--- src/rtl/alu_operand_loader.sv ---
// alu_operand_loader: button-driven entry of operand A, operand B and opcode
// for the board ALU. Each push-button is synchronized, debounced and
// edge-detected. A 4-state FSM captures the switch values in sequence.
// Optional macro ALU_OPCODE_CHECK_EN rejects opcodes 4'hC..4'hF and flags err.

// Per-button conditioning: 2-flop synchronizer, stability counter, rising-edge pulse.
module alu_operand_loader_deb #(
    parameter int DEBOUNCE_CYCLES = 50000
) (
    input  logic clk,
    input  logic rst,
    input  logic i_btn,
    output logic o_press
);
    localparam int CW = $clog2(DEBOUNCE_CYCLES);

    logic          r_sync1;
    logic          r_sync2;
    logic          r_deb;
    logic          r_deb_q;
    logic [CW-1:0] r_cnt;

    // Bring the raw button into the clk domain.
    always_ff @(posedge clk or posedge rst) begin
        if (rst) begin
            r_sync1 <= 1'b0;
            r_sync2 <= 1'b0;
        end else begin
            r_sync1 <= i_btn;
            r_sync2 <= r_sync1;
        end
    end

    // Accept a new level only after it has held for DEBOUNCE_CYCLES cycles.
    always_ff @(posedge clk or posedge rst) begin
        if (rst) begin
            r_cnt <= '0;
            r_deb <= 1'b0;
        end else if (r_sync2 == r_deb) begin
            r_cnt <= '0;
        end else if (r_cnt == CW'(DEBOUNCE_CYCLES - 1)) begin
            r_deb <= r_sync2;
            r_cnt <= '0;
        end else begin
            r_cnt <= r_cnt + 1'b1;
        end
    end

    // Delay the debounced level so a press shows up as a single-cycle pulse.
    always_ff @(posedge clk or posedge rst) begin
        if (rst) r_deb_q <= 1'b0;
        else     r_deb_q <= r_deb;
    end

    assign o_press = r_deb & ~r_deb_q;
endmodule

module alu_operand_loader #(
    parameter int DEBOUNCE_CYCLES = 50000
) (
    input  logic       clk,
    input  logic       rst,
    input  logic [5:0] sw,
    input  logic [3:0] op_sw,
    input  logic       btn_enter,
    input  logic       btn_clear,
    output logic [5:0] a,
    output logic [5:0] b,
    output logic [3:0] Op_Code,
    output logic [1:0] state,
    output logic       ready,
    output logic       err
);
    typedef enum logic [1:0] {
        LOAD_A  = 2'b00,
        LOAD_B  = 2'b01,
        LOAD_OP = 2'b10,
        EXEC    = 2'b11
    } state_t;

    // Index 0 is enter, index 1 is clear.
    logic [1:0] w_btn;
    logic [1:0] w_press;
    assign w_btn = {btn_clear, btn_enter};

    for (genvar g = 0; g < 2; g++) begin : g_btn
        alu_operand_loader_deb #(.DEBOUNCE_CYCLES(DEBOUNCE_CYCLES)) u_deb (
            .clk     (clk),
            .rst     (rst),
            .i_btn   (w_btn[g]),
            .o_press (w_press[g])
        );
    end

    state_t     r_state, w_state_nxt;
    logic [5:0] r_a, w_a_nxt;
    logic [5:0] r_b, w_b_nxt;
    logic [3:0] r_op, w_op_nxt;
`ifdef ALU_OPCODE_CHECK_EN
    logic       r_err, w_err_nxt;
`endif

    // State and operand registers.
    always_ff @(posedge clk or posedge rst) begin
        if (rst) begin
            r_state <= LOAD_A;
            r_a     <= '0;
            r_b     <= '0;
            r_op    <= '0;
`ifdef ALU_OPCODE_CHECK_EN
            r_err   <= 1'b0;
`endif
        end else begin
            r_state <= w_state_nxt;
            r_a     <= w_a_nxt;
            r_b     <= w_b_nxt;
            r_op    <= w_op_nxt;
`ifdef ALU_OPCODE_CHECK_EN
            r_err   <= w_err_nxt;
`endif
        end
    end

    // Next-state and capture logic; clear overrides a simultaneous enter.
    always_comb begin
        w_state_nxt = r_state;
        w_a_nxt     = r_a;
        w_b_nxt     = r_b;
        w_op_nxt    = r_op;
`ifdef ALU_OPCODE_CHECK_EN
        w_err_nxt   = r_err;
`endif
        if (w_press[1]) begin
            w_state_nxt = LOAD_A;
            w_a_nxt     = '0;
            w_b_nxt     = '0;
            w_op_nxt    = '0;
`ifdef ALU_OPCODE_CHECK_EN
            w_err_nxt   = 1'b0;
`endif
        end else if (w_press[0]) begin
            case (r_state)
                LOAD_A: begin
                    w_a_nxt     = sw;
                    w_state_nxt = LOAD_B;
`ifdef ALU_OPCODE_CHECK_EN
                    w_err_nxt   = 1'b0;
`endif
                end
                LOAD_B: begin
                    w_b_nxt     = sw;
                    w_state_nxt = LOAD_OP;
`ifdef ALU_OPCODE_CHECK_EN
                    w_err_nxt   = 1'b0;
`endif
                end
                LOAD_OP: begin
`ifdef ALU_OPCODE_CHECK_EN
                    if (op_sw >= 4'hC) begin
                        w_err_nxt   = 1'b1;
                    end else begin
                        w_op_nxt    = op_sw;
                        w_state_nxt = EXEC;
                        w_err_nxt   = 1'b0;
                    end
`else
                    w_op_nxt    = op_sw;
                    w_state_nxt = EXEC;
`endif
                end
                default: w_state_nxt = LOAD_A;
            endcase
        end
    end

    assign a       = r_a;
    assign b       = r_b;
    assign Op_Code = r_op;
    assign state   = r_state;
    assign ready   = (r_state == EXEC);
`ifdef ALU_OPCODE_CHECK_EN
    assign err     = r_err;
`else
    assign err     = 1'b0;
`endif
endmodule

--- config.mk ---
export PLATFORM = sky130hd
export DESIGN_NAME = alu_operand_loader
export DESIGN_NICKNAME = d
export VERILOG_FILES = /design/src/rtl/alu_operand_loader.sv
export SDC_FILE = /design/constraint.sdc
export NUM_CORES = 1
export LEC_CHECK = 0
export CORE_MARGIN = 2
export CORE_UTILIZATION = 45
export CTS_CLUSTER_SIZE = 10
export DETAILED_ROUTE_END_ITERATION = 8
export GPL_ROUTABILITY_DRIVEN = 0
export HOLD_SLACK_MARGIN = 0.08
export PLACE_DENSITY = 0.73
export SYNTH_ARGS = -nofsm -noshare
export SYNTH_HDL_FRONTEND = slang
export SYNTH_SLANG_ARGS = --single-unit
--- constraint.sdc ---
create_clock -name clk -period 1.9 [get_ports clk]
set_input_delay 0.38 -clock clk [delete_from_list [all_inputs] [get_ports clk]]
set_output_delay 0.38 -clock clk [all_outputs]
set_load 0.01 [all_outputs]
==> out/metrics.yaml <==
routing:
  ant_nets: 0
  remaining_drc_errors: 0
  wire_per_inst_um: 12.1
  drt-pass1-iter-count: 4
  vias: 1967
  avgViaCountPerCell: 5.16
  drt_iter0_markers: 136
  routed_wirelength_um: 4600
cts:
  insertion_delay_ps: 330
  cts_post_setup_buffers_inserted: 0
  clk_pin_slew_ps: 60
  ctsHoldBuffers: 0
  clk_path_buf_depth: 2
  h-tree-depth: 3
  cts_buffers: 9
  ctsResizeCount: 0
  cts-root-buf: "clkbuf_8"
  cts_num_sinks: 58
  cts_tree: "done"
floorplan:
  row_count: 27
  start_util_pct: 47.0
  coreArea_mm2: 0.00557
  ios: 34
  die_area_mm2: 0.00645
  die_h_um: 80.3
  dieWidth_um: 80.3
critical_path:
  path_class: "flop to output pin"
  r2r_start: "g_btn[0].u_deb.r_cnt[12]$_DFF_PP0_"
  worstPathArrival_ps: 1420
  reg2reg_depth: 4
  cp_slowest_cell: "clkdlybuf4s50_1"
  regToRegSetupSlack_ps: 240
  critPathMaxFanout: 5
  required_ps: 1520
  r2r-end: "g_btn[0].u_deb.r_deb$_DFFE_PP0P_"
  cp_cell_sequence: "ha_1 > clkdlybuf4s50_1"
  crit_path_end_kind: "output pin"
  cp-start-kind: "flop"
  startpoint: "state[0]$_DFFE_PP0P_"
  critPathMaxStageDelay_ps: 470
grt:
  grt_first_pass_wirelength_um: 7950
  grt_util_all_layers_pct: 16.2
  grt_antenna_before_repair: 0
  globalRouteOverflowTotal: 0
  grt_max_degree: 59
  grt_pass1_vias: 1808
hold_path:
  worstHoldEndpoint: "g_btn[0].u_deb.r_sync2$_DFF_PP0_"
  hp-class: "flop to flop"
  min_path_cells: 0
  hp-start: "g_btn[0].u_deb.r_sync1$_DFF_PP0_"
logic_synthesis:
  synth_cell_types: 26
  ys_ff_latch: 58
  yosysSeqAreaShare_pct: 55.4
  syn_avg_cell_area_um2: 9.93
  yosys_warnings: 0
  synthesis.nets: 284
  synthCells: 264
  netlist_area_mm2: 0.00262
power:
  vdd_drop_max_mv: 0.501
  p_leak_nw: 1.37
  pwr_density_cell_mw_per_mm2: 768
sta:
  fin_crit_ps: 1800
  finalHoldViolCount: 0
  grt_setup_unrepaired: "no"
  finalSetupTns_ps: 0
  report.final.slew_viol_count: 0
  whs_ps: 350
  finalSetupViolCount: 0
  period_share_pct: 95.0
  fin_skew_ps: 10.4
  max_freq_ghz: 0.554
finish:
  syn_to_final_growth_pct: 23.7
  layout_common_cells: "58 x dfrtp_1, 41 x nor2_1, 32 x clkdlybuf4s50_1"
  layout-drive-gt1-share_pct: 8.09
  num_antenna_cells: 0
  num-nets-final: 324
  layout_commonest_cell: "dfrtp_1"
  fin_util_pct: 58.2
placement:
  port_buffers: 32
  dp_hpwl_um: 3220
run_status:
  status: "finished, final reports clean"
job:
  cap_viol_max_count: 0
-- through the flow --
stage / cells / total power (W) / area (µm²) / worst slack (ps)
after floorplan: 264 / 0.00133 / 2620 / 92.0
after global placement: 365 / 0.00138 / 3040 / 228
after detailed placement: 365 / 0.00138 / 3040 / 238
after CTS: 381 / 0.00253 / 3240 / 65.0
after global routing: 381 / 0.00260 / 3240 / 13.7
final: 381 / 0.00249 / 3240 / 95.8
-- flip-flops by register name, summed over array words and instances (netlist names) --
| signal | count |
|---|---|
| state | 2 |
| g_btn.u_deb.r_sync2 | 2 |
| b | 6 |
| g_btn.u_deb.r_sync1 | 2 |
| g_btn.u_deb.r_cnt | 32 |
| g_btn.u_deb.r_deb | 2 |
| a | 6 |
| Op_Code | 4 |
| g_btn.u_deb.r_deb_q | 2 |
-- synthesized netlist by cell type --
| cell type | instances | share of area (%) |
|---|---|---|
| dfrtp_1 | 58 | 55 |
| nor2_1 | 41 | 5.9 |
| nand2_1 | 29 | 4.2 |
| nand3_1 | 27 | 5.2 |
| xnor2_1 | 24 | 8.0 |
| a21oi_1 | 17 | 3.2 |
| inv_1 | 9 | 1.3 |
| nand4_1 | 9 | 2.1 |
| nor3_1 | 9 | 1.7 |
| nor4_1 | 9 | 2.1 |
| ha_1 | 6 | 2.9 |
| xor2_1 | 6 | 2.0 |
| clkbuf_1 | 3 | 0.43 |
| and3_1 | 2 | 0.48 |
| mux2_2 | 2 | 0.86 |
| nor2b_1 | 2 | 0.48 |
| nor4b_1 | 2 | 0.67 |
| a211oi_1 | 1 | 0.29 |
| and4b_1 | 1 | 0.38 |
| buf_1 | 1 | 0.14 |
| buf_2 | 1 | 0.19 |
| buf_4 | 1 | 0.29 |
| buf_6 | 1 | 0.43 |
| clkbuf_2 | 1 | 0.19 |
| conb_1 | 1 | 0.14 |
| o41ai_4 | 1 | 1.1 |
-- power by group --
group          switching, W  total (W)  internal [W]
clock              0.000464    0.00113      0.000669
sequential        0.0000123    0.00126       0.00125
combinational     0.0000501  0.0000936     0.0000435
total              0.000527    0.00249       0.00196
-- cells by family after synthesis --
family	count (synthesis)	synth area share (%)
AOI/OAI and AO/OA	19	4.58
xor gates and xnor gates	30	10.0
adders and majority gates	6	2.86
buffers and inverters	17	2.96
DFF	58	55.4
muxes	2	0.859
other	1	0.143
and+or+nand+nor	131	23.2
-- cell type report --
class | instances | area (µm²)
clock buffer | 11 | 151
clock inverter | 5 | 52.6
fill | 485 | 2330
inverter | 9 | 33.8
timing repair buffer | 37 | 370
multi-input combinational | 189 | 1090
sequential | 58 | 1450
tap | 72 | 90.1
-- worst max-delay path by stage --
| stage | endpoint | slack [ps] | cells after the start |
|---|---|---|---|
| floorplan | Op_Code[0]$_DFFE_PP0P_ | 90 | 1 |
| global placement | g_btn[0].u_deb.r_deb$_DFFE_PP0P_ | 230 | 4 |
| detailed placement | g_btn[0].u_deb.r_deb$_DFFE_PP0P_ | 240 | 4 |
| CTS | ready | 60 | 2 |
| global route | ready | 10 | 2 |
| finish | ready | 100 | 2 |
-- routing by layer --
| layer | GRT usage [%] | wire length, µm | vias up |
|---|---|---|---|
| met4 | 10.7 | 120 | 0 |
| met2 | 25.6 | 2000 | 54 |
| met5 | 0 | 0 | - |
| met3 | 2.92 | 191 | 10 |
| li1 | - | - | 974 |
| met1 | 20.2 | 2290 | 929 |
-- critical path, delay by kind of cell, from the launching register on --
kind | cells | cell delay [ps]
adders and majority gates | 1 | 210
buffers and inverters | 1 | 470
DFF | 1 | 420
(Power assumes the default switching activity.)
==> RTL change, RTL diff (config.mk and constraints unchanged) <==
`DEBOUNCE_CYCLES` is set to 50000 in 2 places; all go to 25000.
--- a/src/rtl/alu_operand_loader.sv
+++ b/src/rtl/alu_operand_loader.sv
@@ -5,7 +5,7 @@
 
 // Per-button conditioning: 2-flop synchronizer, stability counter, rising-edge pulse.
 module alu_operand_loader_deb #(
-    parameter int DEBOUNCE_CYCLES = 50000
+    parameter int DEBOUNCE_CYCLES = 25000
 ) (
     input  logic clk,
     input  logic rst,
@@ -56,7 +56,7 @@
 endmodule
 
 module alu_operand_loader #(
-    parameter int DEBOUNCE_CYCLES = 50000
+    parameter int DEBOUNCE_CYCLES = 25000
 ) (
     input  logic       clk,
     input  logic       rst,
Function: same outputs for any inputs over 10 cycles, from zero or initial values and one cycle with rst high; that may be too few to reach the edited logic, so the function may still have changed.
==> RTL change against the unedited design <==
- global-route usage fell by 0.17 points
- setup slack worse by 0.084 ns
- design area down 2.5%
- sequential power is 3% lower
- routed wire length down 0.72%
- sequential cell count is 2 lower
- first-iteration DRC count is 27% lower
- largest cell class unchanged
- core utilization is 0.39 points lower
- area after synthesis shrank 3.5%
- power fell by 18%
==> RTL change: results (changes against the unedited design) <==
* Post-Syn Area at 2530 um^2 (was 2620 um^2)
* Bufs w/o clock at 52 (was 37)
* Synth Net Count at 269 (was 284)
* Hold WS at 0.358 ns (was 0.350 ns)
* Pre-CTS setup slack at -0.0100 ns (was 0.238 ns)
* Worst hold path endpoint: g_btn[1].u_deb.r_sync2 (was g_btn[0].u_deb.r_sync2)
* Fillcell total at 481 (was 485)
* P_clk at 728 uW (was 1130 uW)
* Number of gates resized after CTS at 2 (was 0)
* Launch point of the worst reg-to-reg path: g_btn[0].u_deb.r_cnt[3] (was g_btn[0].u_deb.r_cnt[12])
* GR Layer Usage met3 at 0.0386 (was 0.0292)
* H-tree depth at 2 (was 3)
* Sw Ratio at 0.203 (was 0.212)
* DR iter-0 viols at 99 (was 136)
* Clock buf/inv share at 0.0313 (was 0.0629)
* Int Pwr at 1630 uW (was 1960 uW)
* Flop2flop setup slack at 0.01 ns (was 0.24 ns)
* Buffering overhead at 0.153 (was 0.114)
* GR Layer Usage met1 at 0.192 (was 0.202)
* Area Overhead vs Synth at 25.0% (was 23.7%)
* Outcome: completed (unchanged)
* Met2 GRT Util at 0.273 (was 0.256)
* Multi-input gate area at 1070 um^2 (was 1090 um^2)
* Final WL at 4570 um (was 4600 um)
* Reg2reg path depth at 3 (was 4)
* Worst VDD drop at 0.397 mV (was 0.501 mV)
* Clkbuf count at 5 (was 11)
## RTL change: metal layers
| layer | up-vias | wire, um |
|---|---|---|
| met5 | - | 0 |
| met4 | 0 | 76 |
| met3 | 6 | 186 |
| met2 | 38 | 2170 |
| met1 | 885 | 2140 |
| li1 | 934 | - |
## RTL change: how the worst max path moves through the flow
stage	start	endpoint	slack (ns)	depth (start not counted)
3_3_place_gp	g_btn[1].u_deb.r_cnt[10]	g_btn[1].u_deb.r_cnt[3]	0.05	4
5_1_grt	g_btn[1].u_deb.r_cnt[10]	g_btn[1].u_deb.r_deb	-0.01	3
4_1_cts	g_btn[0].u_deb.r_cnt[12]	g_btn[0].u_deb.r_deb	0.004	3
3_5_place_dp	g_btn[1].u_deb.r_cnt[9]	g_btn[1].u_deb.r_cnt[2]	-0.01	4
2_1_floorplan	g_btn[1].u_deb.r_cnt[9]	g_btn[1].u_deb.r_deb	0.03	3
6_report	g_btn[0].u_deb.r_cnt[3]	g_btn[0].u_deb.r_deb	0.01	3
